===== config.mk =====
export PLATFORM = sky130hd
export DESIGN_NAME = oam_dma_arbiter
export DESIGN_NICKNAME = d
export VERILOG_FILES = /design/src/rtl/oam_dma_arbiter.sv
export SDC_FILE = /design/constraint.sdc
export NUM_CORES = 1
export LEC_CHECK = 0
export ABC_AREA = 0
export CORE_MARGIN = 2
export CORE_UTILIZATION = 39
export DETAILED_ROUTE_END_ITERATION = 10
export PLACE_DENSITY = 0.83
export SLEW_MARGIN = 20
export SYNTH_ARGS = -nofsm -noshare
export SYNTH_HDL_FRONTEND = slang
export SYNTH_SLANG_ARGS = --single-unit

===== constraint.sdc =====
create_clock -name clk -period 2.23 [get_ports clk]
set_input_delay 0.3345 -clock clk [delete_from_list [all_inputs] [get_ports clk]]
set_output_delay 0.3345 -clock clk [all_outputs]
set_load 0.1 [all_outputs]

===== src/rtl/oam_dma_arbiter.sv =====
// OAM DMA engine and CPU/DMA bus arbiter; copies 160 bytes from {page,00..9F} into OAM.
// Optional build macro OAM_DMA_CPU_BLOCK_EN: block CPU accesses below FF80 while the DMA runs.
module oam_dma_arbiter (
  input  logic        clk,
  input  logic        reset_n,
  input  logic [15:0] cpu_mem_addr,
  input  logic        cpu_mem_enable,
  input  logic        cpu_mem_write,
  input  logic [7:0]  cpu_mem_data_out,
  output logic [7:0]  cpu_mem_data_in,
  output logic [15:0] bus_addr,
  output logic        bus_enable,
  output logic        bus_write,
  output logic [7:0]  bus_data_out,
  input  logic [7:0]  bus_data_in,
  output logic [7:0]  oam_addr,
  output logic        oam_write,
  output logic [7:0]  oam_data,
  output logic        dma_active
);

`ifdef OAM_DMA_CPU_BLOCK_EN
  localparam bit CPU_BLOCK = 1'b1;
`else
  localparam bit CPU_BLOCK = 1'b0;
`endif

  localparam logic [15:0] DMA_REG   = 16'hFF46;
  localparam logic [15:0] HRAM_BASE = 16'hFF80;
  localparam logic [7:0]  LAST_IDX  = 8'd159;

  typedef enum logic [1:0] {IDLE, START, XFER} state_t;

  state_t      state, state_nxt;
  logic [1:0]  t_cycle;
  logic [7:0]  page, page_nxt;
  logic [7:0]  index, index_nxt;
  logic        is_reg, trig, hram, cpu_grant, stall, m_end;
  logic [7:0]  src_page;
  logic [15:0] src_addr;

  assign m_end      = (t_cycle == 2'd3);
  assign dma_active = (state != IDLE);
  assign is_reg     = cpu_mem_enable && (cpu_mem_addr == DMA_REG);
  assign trig       = is_reg && cpu_mem_write;
  assign hram       = (cpu_mem_addr >= HRAM_BASE);
  // FF46 is served locally and never reaches the bus
  assign cpu_grant  = cpu_mem_enable && !is_reg && (!dma_active || hram || !CPU_BLOCK);
  assign stall      = (state == XFER) && cpu_grant;
  // E0..FF pages alias down onto work RAM, as the echo region does
  assign src_page   = (page >= 8'hE0) ? (page - 8'h20) : page;
  assign src_addr   = {src_page, index};

  always_ff @(posedge clk or negedge reset_n) begin
    if (!reset_n) begin
      t_cycle <= 2'd0;
      state   <= IDLE;
      page    <= 8'h00;
      index   <= 8'd0;
    end else begin
      t_cycle <= t_cycle + 2'd1;
      state   <= state_nxt;
      page    <= page_nxt;
      index   <= index_nxt;
    end
  end

  always_comb begin
    state_nxt = state;
    page_nxt  = page;
    index_nxt = index;
    if (m_end) begin
      if (trig) begin
        // a trigger in any state (re)starts from index 0
        page_nxt  = cpu_mem_data_out;
        state_nxt = START;
        index_nxt = 8'd0;
      end else begin
        case (state)
          START: begin
            state_nxt = XFER;
            index_nxt = 8'd0;
          end
          XFER: if (!stall) begin
            index_nxt = index + 8'd1;
            if (index == LAST_IDX) state_nxt = IDLE;
          end
          default: ;
        endcase
      end
    end
  end

  always_comb begin
    bus_addr        = 16'h0000;
    bus_enable      = 1'b0;
    bus_write       = 1'b0;
    bus_data_out    = 8'h00;
    cpu_mem_data_in = 8'hFF;
    if (reset_n) begin
      if (cpu_grant) begin
        bus_addr        = cpu_mem_addr;
        bus_enable      = 1'b1;
        bus_write       = cpu_mem_write;
        bus_data_out    = cpu_mem_data_out;
        cpu_mem_data_in = bus_data_in;
      end else if (state == XFER) begin
        bus_addr   = src_addr;
        bus_enable = 1'b1;
      end
      if (is_reg) cpu_mem_data_in = page;
    end
  end

  assign oam_write = reset_n && (state == XFER) && m_end && !stall;
  assign oam_addr  = index;
  assign oam_data  = bus_data_in;

endmodule


==> results.sh <==
export IMPL_status="complete, but fails checks"
export IMPL_violations="setup timing"
export IMPL_startpoint_type="input pin"
export IMPL_cts_sinks=20
export IMPL_crit_start="cpu_mem_addr[4]"
export IMPL_wl_met1_mm=2.656
export IMPL_antenna_left=0
export IMPL_timing_rr_start="oam_addr[1]"
export IMPL_maxSlewViolCount=0
export IMPL_synth_top_area_cell="dfrtp_1"
export IMPL_insertion_delay_ns=0.28
export IMPL_diodes=0
export IMPL_grt_pass1_wl_mm=11.48
export IMPL_cts_buffers=3
export IMPL_synthToLayoutAreaGrowth_pct=120.7
export IMPL_critical_path_class="in2out"
export IMPL_synth_top_area_share_pct=31.90
export IMPL_cts_reportedPaths_clkPinSlew_ns=0.08
export IMPL_ys_ff_latch=20
export IMPL_cap_violations=0
export IMPL_post_route_period_util_pct=100.2
export IMPL_drc=0
export IMPL_peakVddDrop_uv=1115
export IMPL_first_global_vias=2160
export IMPL_core_um2=3943
export IMPL_grt_antenna_before_repair=0
export IMPL_skew_ns=0.004397
export IMPL_drive_gt1_share_pct=54.03
export IMPL_power_leakage_nw=1.528
export IMPL_combPwrFrac_pct=61.3
export IMPL_track_usage_pct=34.72
export IMPL_synth_edff_count=0
export IMPL_avgSynthCellArea_um2=8.130
export IMPL_rsz0062_at_grt="true"
export IMPL_drtPass1Iterations=5
export IMPL_pwr_share_clk_pct=16.5
export IMPL_finalWorstSetupSlack_ns=-0.005443
export IMPL_cts_tree="built"
export IMPL_yosys_warnings=0
export IMPL_synth_commonest_cells="nand2_1, dfrtp_1, a21oi_1, and3_1, o22ai_1"
export IMPL_dr_wl_met3_um=646
export IMPL_max_slew_worst_pin_slew_ns=0.6513
export IMPL_cts_root_buf="clkbuf_8"
export IMPL_fin_crit_ns=2.235
export IMPL_drt_total_wl_mm=7.627
export IMPL_grt_overflow=0
export IMPL_power_frac_seq_pct=22.1
export IMPL_syn_instance_count=193
export IMPL_power_density_nw_per_um2=677.5
export IMPL_cp_end_kind="primary output"
export IMPL_regToRegEndpoint="state[1]"
export IMPL_die_area_um2=4546
export IMPL_crit_required_ns=1.90
export IMPL_rows=23
export IMPL_total_power_mw=2.346
export IMPL_cts_max_path_buffers=2
export IMPL_hold_viol_final=0
export IMPL_finalInstanceArea_um2=3463
export IMPL_yosysSeqAreaShare_pct=31.90
export IMPL_place_area_um2=3273
export IMPL_nets=338
export IMPL_async_flop_share_pct=100.0
export IMPL_wl_per_cell_um=21.92
export IMPL_synth_area_leaders="dfrtp_1, nand2_1, mux2_2"
export IMPL_htreeDepth=1
export IMPL_crit_path_max_fanout=7
export IMPL_syn_area_um2=1569
export IMPL_maxSlewHeadroom_pct=56.38
export IMPL_finalSetupViolCount=2
export IMPL_r2r_slack_ns=0.39
export IMPL_p_int_mw=1.081
export IMPL_gp_congestion=0.8412
export IMPL_ioPinCount=88
export IMPL_die_w_um=67.43
export IMPL_route_met2_wl_mm=4.008
export IMPL_crit_end="bus_addr[15]"
export IMPL_vias=2113
export IMPL_syn_nets=232
export IMPL_hpwl_mm=4.853
export IMPL_drt_iter0_markers=119
export IMPL_routed_via_density=6.072
export IMPL_rr_worst_depth=6
export IMPL_initial_core_util_pct=39.80
export IMPL_io_buffers=87
export IMPL_highest_layer="met4"
export IMPL_hold_class="in2async"
export IMPL_fmax_mhz=447.3
export IMPL_synth_distinct_cells=38
export IMPL_power_switching_mw=1.266
export IMPL_arrival_ns=1.90
export IMPL_yosysMostFrequentCell="nand2_1"
export IMPL_grt_max_degree=19
export IMPL_switching_share_pct=53.94
export IMPL_ys_flop_type="dfrtp_1"
export IMPL_fp_dieH_um=67.43
## cell families (layout without fill, tap and decap cells)
| logic type | count (synthesis) | in the layout | synth area share, % |
|---|---|---|---|
| DFF | 20 | 20 | 31.90 |
| adders and majority gates | 3 | 3 | 2.393 |
| buffers and inverters | 26 | 131 | 8.134 |
| and+or+nand+nor | 86 | 86 | 29.98 |
| AOI/OAI and AO/OA | 48 | 48 | 20.66 |
| xor gates and xnor gates | 1 | 1 | 0.5583 |
| muxes | 9 | 9 | 6.380 |
## power by group through the flow
stage	clock, mW	combinational [mW]	sequential [mW]
finish	0.388	1.44	0.519
global route	0.407	1.48	0.526
CTS	0.378	1.41	0.509
detailed placement	0	1.40	0.515
global placement	0	1.38	0.510
floorplan	0	0.586	0.871
## flip-flops by register name, indices dropped and copies added, names as in the netlist
| name | cells |
|---|---|
| page | 8 |
| t_cycle | 2 |
| oam_addr | 8 |
| state | 2 |
## final cells by class
cell class / count / area [µm²]
multi-input combinational: 147 / 1267
fill: 176 / 479.2
timing repair buffer: 118 / 1524
sequential: 20 / 500.5
clock buffer: 3 / 41.29
inverter: 9 / 37.54
tap: 50 / 62.56
clock inverter: 1 / 30.03
## worst min-delay path by stage
stage / startpoint / endpoint / cells after the start
2_1_floorplan: reset_n / oam_addr[0] / 0
3_3_place_gp: reset_n / oam_addr[3] / 1
3_5_place_dp: reset_n / oam_addr[3] / 1
4_1_cts: reset_n / page[4] / 2
5_1_grt: reset_n / page[4] / 2
6_report: reset_n / page[4] / 2
## per-layer routing
| metal | up-vias | global-route usage (%) |
|---|---|---|
| li1 | 905 | - |
| met1 | 1014 | 41.17 |
| met5 | - | 0 |
| met3 | 34 | 6.667 |
| met2 | 160 | 60.15 |
| met4 | 0 | 16.58 |
## worst max-delay path: stages
cell and delay [ns]:
buf_6 0.09, nand4bb_4 0.25, o41ai_4 0.48, buf_6 0.20, nand4_1 0.14, a21boi_2 0.21
buf_12 0.20
## through the flow
stage	worst slack, ns	cells	TNS [ns]	utilization [%]	hold WS (ns)
final	-0.005443	348	-0.008332	87.85	0.1230
after global routing	-0.06439	348	-0.4114	87.85	0.1369
after CTS	0.0004476	347	0	87.62	0.1330
after detailed placement	-0.4465	337	-13.06	83.02	0.2358
after global placement	-0.3085	337	-10.11	83.02	0.2294
after floorplan	-0.2657	193	-2.783	-	0.03891
## repair_timing
action,4_1_cts,5_1_grt
resized for setup,56,23
hold endpoints to repair,5,0
hold buffers,1,0
pin swaps,11,12
setup endpoints to repair,36,25
gates cloned,0,0
setup buffers,5,2
## cells in the final DEF, fill, tap and decap left out, drive strengths merged, types with 8 or more instances in the layout
| cell type | Yosys | final |
|---|---|---|
| nand3 | 9 | 9 |
| a21oi | 14 | 14 |
| o22ai | 11 | 11 |
| inv | 9 | 8 |
| o21ai | 9 | 9 |
| and3 | 11 | 11 |
| mux2 | 8 | 8 |
| buf | 8 | 92 |
| clkdlybuf4s50 | 0 | 17 |
| dfrtp | 20 | 20 |
| nand2 | 44 | 44 |
Note: power is estimated with default switching activity, not from simulation.
